$ cat config.mk
export PLATFORM = sky130hd
export DESIGN_NAME = bcd_updown_timer
export DESIGN_NICKNAME = d
export VERILOG_FILES = /design/src/rtl/bcd_timer_pkg.sv /design/src/rtl/bcd_digit_updown.sv /design/src/rtl/bcd_updown_timer.sv
export SDC_FILE = /design/constraint.sdc
export NUM_CORES = 1
export LEC_CHECK = 0
export CAP_MARGIN = 20
export CELL_PAD_IN_SITES_DETAIL_PLACEMENT = 2
export CELL_PAD_IN_SITES_GLOBAL_PLACEMENT = 2
export CORE_MARGIN = 8
export CORE_UTILIZATION = 35
export CTS_BUF_LIST = sky130_fd_sc_hd__clkbuf_8
export DETAILED_ROUTE_END_ITERATION = 12
export HOLD_SLACK_MARGIN = 0.05
export PLACE_DENSITY_LB_ADDON = 0.1
export SYNTH_ARGS = -nofsm -noshare
export SYNTH_HDL_FRONTEND = slang
export SYNTH_SLANG_ARGS = --single-unit
$ cat constraint.sdc
create_clock -name Clock -period 8.16 [get_ports Clock]
set_clock_uncertainty 0.15 [all_clocks]
set_input_delay 0.816 -clock Clock [delete_from_list [all_inputs] [get_ports Clock]]
set_output_delay 0.816 -clock Clock [all_outputs]
set_load 0.03 [all_outputs]
$ cat src/rtl/bcd_timer_pkg.sv
// Shared types and helpers for the multi-digit BCD up/down timer.
// Imported by the digit cell and the timer top.
package bcd_timer_pkg;

  typedef enum logic [1:0] {
    IDLE,
    RUN,
    PAUSE,
    DONE
  } state_t;

  localparam int         BCD_W   = 4;
  localparam logic [3:0] BCD_MAX = 4'd9;

  function automatic logic is_bcd(
    input logic [BCD_W-1:0] nibble
  );
    return nibble <= BCD_MAX;
  endfunction

endpackage

$ cat src/rtl/bcd_digit_updown.sv
// One BCD digit that can step up or down.
// co flags a carry (up) or borrow (down) out of this digit.
module bcd_digit_updown
  import bcd_timer_pkg::*;
(
  input  logic             Clock,
  input  logic             Reset,
  input  logic             en,
  input  logic             down,
  input  logic             load,
  input  logic [BCD_W-1:0] load_val,
  output logic [BCD_W-1:0] q,
  output logic [BCD_W-1:0] d_next,
  output logic             co
);

  always_comb begin
    d_next = q;
    co     = 1'b0;
    if (down) begin
      co     = (q == '0);
      d_next = co ? BCD_MAX : q - BCD_W'(1);
    end else begin
      co     = (q == BCD_MAX);
      d_next = co ? '0 : q + BCD_W'(1);
    end
  end

  always_ff @(posedge Clock) begin
    if (Reset)
      q <= '0;
    else if (load)
      q <= load_val;
    else if (en)
      q <= d_next;
  end

endmodule

$ cat src/rtl/bcd_updown_timer.sv
// Multi-digit BCD timer: counts 0->target or target->0,
// with prescaler, pause/resume, auto-reload and load checks.
module bcd_updown_timer
  import bcd_timer_pkg::*;
#(
  parameter int NUM_DIGITS = 4,
  parameter int PRESCALE   = 1,
  parameter int PRE_W      = (PRESCALE > 1) ? $clog2(PRESCALE) : 1
) (
  input  logic                        Clock,
  input  logic                        Reset,
  input  logic                        Load,
  input  logic [BCD_W*NUM_DIGITS-1:0] Timer_In_Value,
  input  logic                        Start,
  input  logic                        Stop,
  input  logic                        Mode_Down,
  input  logic                        Auto_Reload,
  output logic [BCD_W*NUM_DIGITS-1:0] Digits,
  output logic                        Time_Out,
  output logic                        Expire_Pulse,
  output logic                        Running,
  output logic                        Load_Error
);

  localparam int W = BCD_W * NUM_DIGITS;
  localparam logic [PRE_W-1:0] PRE_LAST = PRE_W'(PRESCALE - 1);

  state_t           r_state, w_nstate;
  logic [W-1:0]     r_time;
  logic             r_mode;
  logic [PRE_W-1:0] r_pre;
  logic             r_expire, r_lerr, r_running, r_time_out;

  logic [W-1:0] w_digits, w_nxt, w_step;
  logic [W-1:0] w_term, w_start, w_dval;
  logic [NUM_DIGITS-1:0] w_en, w_co;
  logic w_dload, w_run, w_tick, w_at_term, w_bad;
  logic w_expire, w_lerr, w_tload, w_mload, w_mval, w_pclr;
  logic w_unused_co;

  assign w_term    = r_mode ? '0 : r_time;
  assign w_start   = r_mode ? r_time : '0;
  assign w_tick    = (r_pre == PRE_LAST);
  assign w_at_term = (w_digits == w_term);

  always_comb begin
    w_bad = 1'b0;
    for (int i = 0; i < NUM_DIGITS; i++)
      if (!is_bcd(Timer_In_Value[i*BCD_W +: BCD_W]))
        w_bad = 1'b1;
  end

  // Counting carries on through a rejected Load while in RUN
  always_comb begin
    w_nstate = r_state;
    w_dload  = 1'b0;
    w_dval   = '0;
    w_expire = 1'b0;
    w_lerr   = 1'b0;
    w_run    = 1'b0;
    w_tload  = 1'b0;
    w_mload  = 1'b0;
    w_mval   = r_mode;
    w_pclr   = 1'b0;
    if (Load) begin
      if (r_state == IDLE || r_state == DONE) begin
        if (w_bad) begin
          w_lerr = 1'b1;
        end else begin
          w_tload  = 1'b1;
          w_mload  = 1'b1;
          w_mval   = Mode_Down;
          w_dload  = 1'b1;
          w_dval   = Mode_Down ? Timer_In_Value : '0;
          w_nstate = IDLE;
        end
      end else begin
        w_lerr = 1'b1;
        w_run  = (r_state == RUN);
      end
    end else if (Stop && r_state == RUN) begin
      w_nstate = PAUSE;
    end else if (Start &&
                 (r_state == IDLE || r_state == DONE)) begin
      w_mload = 1'b1;
      w_mval  = Mode_Down;
      w_dload = 1'b1;
      w_dval  = Mode_Down ? r_time : '0;
      w_pclr  = 1'b1;
      if (r_time == '0) begin
        w_nstate = DONE;
        w_expire = 1'b1;
      end else begin
        w_nstate = RUN;
      end
    end else if (Start && r_state == PAUSE) begin
      w_nstate = RUN;
    end else if (r_state == RUN) begin
      w_run = 1'b1;
    end

    if (w_run && w_tick) begin
      if (w_at_term) begin
        w_dload = 1'b1;
        w_dval  = w_start;
      end else if (w_step == w_term) begin
        w_expire = 1'b1;
        if (!Auto_Reload)
          w_nstate = DONE;
      end
    end
  end

  assign w_en[0] = w_run & w_tick & ~w_at_term;

  for (genvar g = 0; g < NUM_DIGITS; g++) begin : g_dig
    bcd_digit_updown u_dig (
      .Clock    (Clock),
      .Reset    (Reset),
      .en       (w_en[g]),
      .down     (r_mode),
      .load     (w_dload),
      .load_val (w_dval[g*BCD_W +: BCD_W]),
      .q        (w_digits[g*BCD_W +: BCD_W]),
      .d_next   (w_nxt[g*BCD_W +: BCD_W]),
      .co       (w_co[g])
    );

    if (g > 0) begin : g_chain
      assign w_en[g] = w_en[g-1] & w_co[g-1];
    end

    assign w_step[g*BCD_W +: BCD_W] = w_en[g] ?
      w_nxt[g*BCD_W +: BCD_W] :
      w_digits[g*BCD_W +: BCD_W];
  end

  // Top digit never overflows: the terminal value is hit first
  assign w_unused_co = w_co[NUM_DIGITS-1];

  always_ff @(posedge Clock) begin
    if (Reset) begin
      r_state    <= IDLE;
      r_time     <= '0;
      r_mode     <= 1'b0;
      r_pre      <= '0;
      r_expire   <= 1'b0;
      r_lerr     <= 1'b0;
      r_running  <= 1'b0;
      r_time_out <= 1'b0;
    end else begin
      r_state <= w_nstate;
      if (w_tload)
        r_time <= Timer_In_Value;
      if (w_mload)
        r_mode <= w_mval;
      if (w_pclr)
        r_pre <= '0;
      else if (w_run)
        r_pre <= w_tick ? '0 : r_pre + PRE_W'(1);
      r_expire   <= w_expire;
      r_lerr     <= w_lerr;
      r_running  <= (w_nstate == RUN);
      r_time_out <= (w_nstate == DONE);
    end
  end

  assign Digits       = w_digits;
  assign Time_Out     = r_time_out;
  assign Expire_Pulse = r_expire;
  assign Running      = r_running;
  assign Load_Error   = r_lerr;

endmodule
==> flow_metrics.env, run 1 <==
export IMPL_overflow=0
export IMPL_antenna_found_initial=0
export IMPL_ant_nets=0
export IMPL_fp_dieArea_mm2=0.0139
export IMPL_critPathKind="reg2reg"
export IMPL_dp_cells=654
export IMPL_grt_use_met1_pct=28.6
export IMPL_coreArea_mm2=0.0102
export IMPL_synth_top_family_by_area="simple AND/OR/NAND/NOR gates"
export IMPL_maxCapViolCount=0
export IMPL_drt_iter0_markers=306
export IMPL_cts_resized=0
export IMPL_dp_hpwl_mm=11.0
export IMPL_yosys_warnings=0
export IMPL_grt_first_pass_wirelength_mm=24.3
export IMPL_fin_hold_ws_ps=445
export IMPL_dp_slack_ps=3500
export IMPL_cts_tree="yes"
export IMPL_cp_num_buf_inv=1
export IMPL_vdd_ir_drop_max_v=0.0000913
export IMPL_die_height_um=118
export IMPL_switching_share_pct=36.9
export IMPL_critPathArrivalTime_ps=4540
export IMPL_critPathCaptureType="register"
export IMPL_power_density_mw_per_mm2=137
export IMPL_synth_area_top_cells="dfxtp_1 21%, nand2_1 6.8%, nor2_1 6.2%"
export IMPL_portBuffers=42
export IMPL_cts_num_sinks=39
export IMPL_maxSlewHeadroom_pct=39.7
export IMPL_combPwrFrac_pct=29.6
export IMPL_cts_path_max_buffers=2
export IMPL_cts_buffers=5
export IMPL_r2r_slack_ps=3670
export IMPL_slowest_stage="dfxtp_2"
export IMPL_worst_slack_ps=3670
export IMPL_netlist_area_leader_share_pct=21.5
export IMPL_fin_cells=662
export IMPL_syn_inst=528
export IMPL_clkLatencyLatePin_ps=310
export IMPL_clkTransAtPathRegs_ps=100
export IMPL_antenna_cells=0
export IMPL_route_detailed_drc=0
export IMPL_outcome="finished clean"
export IMPL_synthArstFlopShare_pct=0
export IMPL_path_delay_family="compound AO/OA/AOI/OAI gates"
export IMPL_post_route_min_period_ps=4490
export IMPL_top_usage_layer="met2"
export IMPL_hold_violations=0
export IMPL_fmax_mhz=223
export IMPL_ys_ff_latch=39
export IMPL_final_max_slew_viol_count=0
export IMPL_dr_pass1_iters=5
export IMPL_multi_input_comb_area_mm2=0.00257
export IMPL_hold_path_class="reg2reg"
export IMPL_seqPwrFrac_pct=39.0
export IMPL_place_congestion=0.843
export IMPL_grt_pass1_vias=4311
export IMPL_path_max_fanout=44
export IMPL_vias=4214
export IMPL_met2_usage_pct=34.5
export IMPL_rows=37
export IMPL_grt_usage_pct=21.3
export IMPL_cts_htree_levels=2
export IMPL_p_leak_nw=1.23
export IMPL_grt_setup_unrepaired="no"
export IMPL_n_fill_cell=1203
export IMPL_synthesis_area_mm2=0.00364
export IMPL_seqCellArea_um2=782
export IMPL_start_util_pct=35.7
export IMPL_synth_compound_area_share_pct=31.4
export IMPL_syn_nets=553
export IMPL_postSynthAreaPerCell_um2=6.89
export IMPL_grt_max_degree=45
export IMPL_start_kind="register"
export IMPL_syn_to_final_growth_pct=14.0
export IMPL_switching_power_mw=0.210
export IMPL_tightestPinTransition_ps=904
export IMPL_final_nets=550
export IMPL_critPathRequiredTime_ps=8220
export IMPL_internal_power_mw=0.359
export IMPL_wl_per_cell_um=23.0
export IMPL_synth_simple_area_share_pct=31.6
export IMPL_finalWirelength_mm=15.2
export IMPL_setup_tns_ps=0
export IMPL_synthAdderAreaFrac_pct=0.688
export IMPL_setup_viol=0
export IMPL_cpPeakStageDelay_ps=860
export IMPL_synth_edf_count=0
export IMPL_drive_gt1_share_pct=5.32
export IMPL_synth_flop_cell="dfxtp_1"
export IMPL_cts_setup_buffers=0
export IMPL_p_clk_share_pct=31.4
export IMPL_viasPerCell=6.37
export IMPL_dieWidth_um=118
export IMPL_grtUsageMet3_pct=2.83
export IMPL_final_period_utilization_pct=55.0
export IMPL_ios=43
export IMPL_synth_xor_area_share_pct=5.30
export IMPL_ys_types=75
export IMPL_seq_area_frac_synth_pct=21.5
export IMPL_path_cells="buf_4 > o21bai_1 > a22oi_1 > a32oi_1 > nand4_1 > a21oi_1 > o21a_1 > o221ai_1 > a2111oi_4 > nand3_2 > o311a_1"
export IMPL_clockRootBuffer="clkbuf_8"
export IMPL_synth_area_leader_cell="dfxtp_1"
export IMPL_synthMuxAreaShare_pct=1.79
export IMPL_ctsHoldBuffers=0
## Yosys cell counts (all sizes together), types with 4 or more instances
library cell / number
a21oi: 37
a222oi: 9
a22oi: 7
a31oi: 9
a32oi: 9
and2: 4
and3: 4
buf: 15
clkbuf: 41
dfxtp: 39
inv: 14
mux2: 4
nand2: 66
nand2b: 10
nand3: 13
nand4: 11
nor2: 60
nor2b: 11
nor3: 11
nor4: 6
o2111ai: 4
o211ai: 7
o21ai: 40
o21bai: 4
o221ai: 5
o22ai: 4
or3: 5
or4: 4
xnor2: 21
## worst register-to-register path, stage by stage, from the launching register on
cell and delay, ps:
dfxtp_2 860, buf_4 470, o21bai_1 170, a22oi_1 110, a32oi_1 240, nand4_1 660, a21oi_1 500, o21a_1 190
o221ai_1 170, a2111oi_4 410, nand3_2 120, o311a_1 340
## cell usage in the layout, fill, tap and decap left out, types with 5 or more instances in the layout
| cell type | instances |
|---|---|
| nor4_1 | 5 |
| a32oi_1 | 8 |
| nand4_1 | 11 |
| inv_1 | 13 |
| o21ai_0 | 35 |
| nand3_1 | 12 |
| a21oi_1 | 37 |
| a31oi_1 | 9 |
| o221ai_1 | 5 |
| xnor2_1 | 21 |
| clkbuf_8 | 6 |
| nand2b_1 | 10 |
| nor2b_1 | 11 |
| dfxtp_1 | 38 |
| nor2_1 | 60 |
| a222oi_1 | 9 |
| nand2_1 | 66 |
| o211ai_1 | 7 |
| clkdlybuf4s50_1 | 42 |
| a22oi_1 | 7 |
| nor3_1 | 11 |
| or3_1 | 5 |
## state kept, by name (all words and copies together) (netlist names)
signal and count:
r_mode 1, g_dig.u_dig.q 16, Time_Out 1, Load_Error 1
Running 1, r_state 2, Expire_Pulse 1, r_time 16
## worst paths after layout
check | startpoint | end | cells past startpoint
setup / recovery | r_mode$_SDFFE_PP0P_ | Running$_SDFF_PP0_ | 11
hold / removal | r_time[6]$_SDFFE_PP0P_ | r_time[6]$_SDFFE_PP0P_ | 2
setup reg to reg | r_mode$_SDFFE_PP0P_ | Running$_SDFF_PP0_ | 11
hold reg to reg | r_time[6]$_SDFFE_PP0P_ | r_time[6]$_SDFFE_PP0P_ | 2
## power groups by stage
stage                     logic, mW  clock network [mW]  registers, mW
after floorplan               0.118                   0          0.214
after global placement        0.161                   0          0.225
after detailed placement      0.166                   0          0.226
after CTS                     0.168               0.181          0.221
after global routing          0.181               0.186          0.224
final                         0.169               0.179          0.222
## routing by layer
layer,part of all wire (%),vias up
li1,-,1924
met5,0,-
met3,4.3,27
met2,46,118
met4,2.3,0
met1,47,2145
## logic make-up after synthesis
kind of cell               after synthesis
adders and majority gates                2
buffers and inverters                   70
muxes                                    6
DFF                                     39
and+or+nand+nor                        226
AOI/OAI and AO/OA                      163
xor gates and xnor gates                22
## cell type report
| type | count | area share [%] |
|---|---|---|
| Multi-Input combinational cell | 419 | 62.1 |
| Sequential cell | 39 | 18.9 |
| Timing Repair Buffer | 46 | 10.9 |
| Tap cell | 136 | 4.10 |
| Clock buffer | 6 | 1.99 |
| Inverter | 14 | 1.27 |
| Clock inverter | 2 | 0.845 |
## per-stage QoR
step                instance area [um2]  total power [mW]  util [%]
global placement                   4030             0.386      39.6
global route                       4150             0.590      40.7
CTS                                4150             0.570      40.7
detailed placement                 4030             0.392      39.6
finish                             4150             0.569      40.7
floorplan                          3640             0.332         -
No activity file was read; power rests on OpenSTA's default activity.
==> inputs of run 2 (changes only) <==
--- a/config.mk
+++ b/config.mk
@@ -9,7 +9,7 @@
 export CELL_PAD_IN_SITES_DETAIL_PLACEMENT = 2
 export CELL_PAD_IN_SITES_GLOBAL_PLACEMENT = 2
 export CORE_MARGIN = 8
-export CORE_UTILIZATION = 35
+export CORE_UTILIZATION = 33
 export CTS_BUF_LIST = sky130_fd_sc_hd__clkbuf_8
 export DETAILED_ROUTE_END_ITERATION = 12
 export HOLD_SLACK_MARGIN = 0.05
==> constraint.sdc (replaced) <==
create_clock -name Clock -period 4.6 [get_ports Clock]
set_clock_uncertainty 0.15 [all_clocks]
set_input_delay 0.46 -clock Clock [delete_from_list [all_inputs] [get_ports Clock]]
set_output_delay 0.46 -clock Clock [all_outputs]
set_load 0.03 [all_outputs]
==> flow_metrics.env, run 2 (same netlist as run 1, synthesis figures left out) <==
export IMPL_outcome="finished clean"
export IMPL_ios=43
export IMPL_place_congestion=0.814
export IMPL_grt_usage_pct=22.7
export IMPL_viasPerCell=6.18
export IMPL_finalPower_mw=0.996
export IMPL_rows=38
export IMPL_drive_gt1_share_pct=8.46
export IMPL_vdd_ir_drop_max_v=0.000167
export IMPL_die_height_um=121
export IMPL_hold_path_class="reg2reg"
export IMPL_critPathRequiredTime_ps=4670
export IMPL_cts_tree="yes"
export IMPL_final_period_utilization_pct=86.8
export IMPL_p_leak_nw=1.32
export IMPL_cts_path_max_buffers=2
export IMPL_cp_num_buf_inv=2
export IMPL_reg2regPathDepth=10
export IMPL_antenna_found_initial=0
export IMPL_dr_pass1_iters=6
export IMPL_setup_tns_ps=0
export IMPL_path_cells="clkdlybuf4s50_1 > nand2b_1 > o2111ai_2 > buf_4 > nor4_2 > a31oi_1 > a2111oi_0 > mux2i_1 > a211oi_1 > nand4_1 > o21ai_0"
export IMPL_wl_per_cell_um=24.2
export IMPL_grt_pass1_vias=4514
export IMPL_start_util_pct=33.7
export IMPL_path_max_fanout=8
export IMPL_final_common_cell="nand2_1"
export IMPL_min_to="r_time[6]$_SDFFE_PP0P_"
export IMPL_dieWidth_um=121
export IMPL_ant_nets=0
export IMPL_vias=4228
export IMPL_clkLatencyLatePin_ps=310
export IMPL_final_cell_mix="66 x nand2_1, 60 x nor2_1, 42 x clkdlybuf4s50_1"
export IMPL_min_path_cells=2
export IMPL_cts_buffers=5
export IMPL_overflow=0
export IMPL_cpPeakStageDelay_ps=610
export IMPL_cts_resized=0
export IMPL_clockRootBuffer="clkbuf_8"
export IMPL_drt_iter0_markers=344
export IMPL_grt_setup_unrepaired="no"
export IMPL_tightestPinTransition_ps=722
export IMPL_hold_violations=0
export IMPL_coreArea_mm2=0.0108
export IMPL_cts_htree_levels=2
export IMPL_portBuffers=42
export IMPL_final_max_slew_viol_count=0
export IMPL_fp_dieArea_mm2=0.0146
export IMPL_final_nets=568
export IMPL_r2r_start="g_dig[0].u_dig.q[2]$_SDFF_PP0_"
export IMPL_fmax_mhz=250
export IMPL_setup_viol=0
export IMPL_power_density_mw_per_mm2=232
export IMPL_min_from="r_time[6]$_SDFFE_PP0P_"
export IMPL_critPathKind="in2reg"
export IMPL_dp_hpwl_mm=12.3
export IMPL_rr_endpoint="Time_Out$_SDFF_PP0_"
export IMPL_cts_num_sinks=39
export IMPL_grt_first_pass_wirelength_mm=26.2
export IMPL_startpoint="Load"
export IMPL_ctsHoldBuffers=0
export IMPL_syn_to_final_growth_pct=17.9
export IMPL_cts_setup_buffers=0
export IMPL_maxSlewHeadroom_pct=51.5
export IMPL_path_delay_family="compound AO/OA/AOI/OAI gates"
export IMPL_r2r_slack_ps=740
export IMPL_top_regs="g_dig.u_dig.q (16), r_time (16), r_state (2)"
export IMPL_route_detailed_drc=0
export IMPL_grt_max_degree=40
export IMPL_clkTransAtPathRegs_ps=90
export IMPL_start_kind="input port"
export IMPL_slowest_stage="clkdlybuf4s50_1"
export IMPL_maxCapViolCount=0
export IMPL_post_route_min_period_ps=3990
export IMPL_antenna_cells=0
export IMPL_critPathArrivalTime_ps=4060
export IMPL_finalWirelength_mm=16.5
export IMPL_critPathCaptureType="register"
## run 2: worst max-delay path by stage
stage	endpoint	slack, ps	cells past startpoint
6_report	Time_Out$_SDFF_PP0_	610	11
5_1_grt	Time_Out$_SDFF_PP0_	360	11
4_1_cts	Time_Out$_SDFF_PP0_	650	11
3_5_place_dp	Time_Out$_SDFF_PP0_	420	11
3_3_place_gp	Time_Out$_SDFF_PP0_	610	11
2_1_floorplan	Running$_SDFF_PP0_	1100	11
## run 2: layout make-up
class / count / area (um2)
fillers: 1273 / 6510
multi-input cells: 419 / 2570
flip-flops and latches: 39 / 782
repair buffers: 64 / 598
well taps: 140 / 175
clock buffers: 7 / 96.3
inverters: 14 / 52.6
clock inverters: 1 / 7.51
## run 2: routing by layer
metal | share of wire, % | GRT usage (%) | vias to the layer above
li1 | - | - | 1969
met1 | 48 | 31.0 | 2138
met3 | 4.6 | 2.65 | 13
met5 | 0 | 0 | -
met4 | 1.2 | 5.46 | 0
met2 | 46 | 36.9 | 108
## run 2: worst reg2reg max path, stage by stage (launching register included)
cell and delay [ps]:
dfxtp_1 520, nor2_1 410, o2111ai_2 220, buf_4 210, nor4_2 620, a31oi_1 340, a2111oi_0 510, mux2i_1 170
a211oi_1 270, nand4_1 200, o21ai_0 160
## run 2: metrics by stage
step | setup slack, ps | area (um2) | util, % | std cells | hold slack (ps)
finish | 607 | 4290 | 39.7 | 684 | 454
floorplan | 1100 | 3640 | - | 528 | 344
global placement | 609 | 4180 | 38.7 | 676 | 403
CTS | 645 | 4290 | 39.7 | 684 | 443
detailed placement | 417 | 4180 | 38.7 | 676 | 428
global route | 358 | 4290 | 39.7 | 684 | 496
## run 2: power breakdown
group / switching, mW / total (mW) / internal (mW)
clock network: 0.142 / 0.279 / 0.137
logic: 0.212 / 0.335 / 0.123
registers: 0.0309 / 0.382 / 0.351
total: 0.385 / 0.996 / 0.611
==> RTL change: new RTL, flow settings as in run 1 <==
The 4 states of `state_t` get a one-hot encoding in 4 bits.
--- a/src/rtl/bcd_timer_pkg.sv
+++ b/src/rtl/bcd_timer_pkg.sv
@@ -4,7 +4,7 @@
 
-  typedef enum logic [1:0] {
-    IDLE,
-    RUN,
-    PAUSE,
-    DONE
+  typedef enum logic [3:0] {
+    IDLE  = 4'b0001,
+    RUN   = 4'b0010,
+    PAUSE = 4'b0100,
+    DONE  = 4'b1000
   } state_t;
Formal check against the unedited RTL: no difference found for any inputs over 4 cycles, from zero or initial values and one cycle with Reset high; so few cycles prove little.
==> RTL change against run 1 <==
Clock power shrank 20%; sequential cell count up 2; synthesized cell count shrank 4.7%; area after synthesis fell by 3.3%; global-route usage increased by 0.59 points; die area decreased by 2.8%; worst setup slack lost 0.13 ns; non-clock buffer count is the same; total power is 7.2% lower; routed wire length decreased by 4.7%; design area shrank 3.4%; critical path depth stayed put; critical endpoint unchanged.
==> RTL change: results (changes against run 1) <==
stage;metric;value;unit;change
clock_network;clock root cell;clkbuf_8;;
placement;GP Congestion;0.9217;;+9.4%
drt;drt wl/cell;22.88;um;-0.46%
yosys;YS warnings;0;;unchanged
yosys;Post-synth EDFFs;0;;unchanged
clock_network;CTS buffer count;5;;unchanged
critical_path;Worst EP arrival;4.66;ns;+0.12 ns
drt;via count;3883;;-7.9%
critical_path;crit-path leading delay family;simple AND/OR/NAND/NOR gates;;
global_route;vias in the first global route;4063;;-5.8%
yosys;synth top area cells;dfxtp_1 (23%), nand2_1 (6.3%), nor2_1 (5.9%);;
global_route;initial antenna violation count;0;;unchanged
clock_network;CTS clk-pin slew, worst paths;0.08;ns;-0.02 ns
yosys;Async SR Flop Fraction;0;%;unchanged
drt;drt initial violations;388;;+27%
cells_and_area;Inserted Diodes;0;;unchanged
clock_network;Post-CTS Setup Repair Bufs;0;;unchanged
status;status;finished clean;;
drt;first drt pass iteration count;5;;unchanged
placement;hpwl dp;10.69;mm;-2.7%
clock_network;# H-tree levels;2;;unchanged
power;maximum vdd drop;0.07949;mV;-13%
yosys;sequential share of the synthesized area;23.34;%;+1.9 points
power;Leakage;1.254;nW;+1.8%
critical_path;CP max stage delay;0.58;ns;-0.28 ns
timing;Slew @ Worst Pin;0.9503;ns;+0.04642 ns
power;Power Internal;0.3331;mW;-7.2%
critical_path;slowest CP cell;or4_1;;
clock_network;CTS max path bufs;2;;unchanged
yosys;Post-synth top cells;nand2_1 (59), nor2_1 (55), clkbuf_1 (44);;
global_route;first-pass GRT wire length;22.82;mm;-6.1%
cells_and_area;Final #Nets;524;;-4.7%
hold_path;Min-Delay Path Class;flop to flop;;
yosys;top_reg_cell synth;dfxtp_1;;
cells_and_area;Regs by FF count;g_dig.u_dig.q x16, r_time x16, r_state x4;;
yosys;syn_nets;526;;-4.9%
global_route;Tot GR Track Use;21.92;%;+0.59 points
placement;Port Buffer Count;42;;unchanged
cells_and_area;layout cells sized above 1;4.990;%;-0.33 points
clock_network;clk_lat worst skew;0.30;ns;
yosys;Unique masters post-synth;70;;-6.7%
global_route;largest net degree at the start of global routing;59;;+31%
clock_network;cts repair resizes;0;;unchanged
critical_path;CP Max Fanout;8;;-82%
## RTL change: area by class of cell
type,instances,area (um^2)
fillers,1167,5771
clock inverters,1,7.507
clock buffers,6,82.58
repair buffers,46,450.4
multi-input cells,394,2426
flip-flops and latches,41,822.0
inverters,13,48.80
well taps,133,166.4
## RTL change: metal layers
metal / wire, um / vias to the layer above / GRT usage, %
met3: 806 / 18 / 2.430
li1: - / 1809 / -
met5: 0 / - / 0
met4: 257 / 0 / 5.791
met1: 6602 / 1954 / 29.58
met2: 6838 / 102 / 36.13
## RTL change: logic make-up after synthesis
| group | synth area share, % |
|---|---|
| DFF | 23.34 |
| and+or+nand+nor | 31.31 |
| xor gates and xnor gates | 8.076 |
| buffers and inverters | 7.684 |
| AOI/OAI and AO/OA | 28.42 |
| muxes | 1.174 |
## RTL change: final timing paths
path | startpoint | end | slack (ns) | cells past startpoint
max | Load | Running | 3.54 | 11
min reg2reg | r_time[1] | r_time[1] | 0.44 | 2
max reg2reg | r_mode | Running | 3.55 | 12
min | r_time[1] | r_time[1] | 0.44 | 2
## RTL change: power by group through the flow
stage / Combinational (mW) / Clock, mW / Sequential [mW]
3_5_place_dp: 0.155 / 0 / 0.232
6_report: 0.156 / 0.144 / 0.228
5_1_grt: 0.169 / 0.157 / 0.230
3_3_place_gp: 0.150 / 0 / 0.231
2_1_floorplan: 0.107 / 0 / 0.224
4_1_cts: 0.156 / 0.147 / 0.227
## RTL change: stage by stage
stage / power (mW) / hold slack, ns / std cells / cell area (um^2) / worst slack (ns)
after global placement: 0.3819 / 0.4063 / 627 / 3914 / 3.366
after CTS: 0.5308 / 0.4439 / 634 / 4004 / 3.538
after floorplan: 0.3307 / 0.3443 / 503 / 3517 / 4.148
after detailed placement: 0.3874 / 0.4262 / 627 / 3914 / 3.211
final: 0.5280 / 0.4419 / 634 / 4004 / 3.543
after global routing: 0.5564 / 0.4692 / 634 / 4004 / 3.334
## RTL change: worst min-delay path, stage by stage, from the launching register on
cell and delay [ns]:
dfxtp_1 0.39, nand2_1 0.09, a21oi_1 0.07
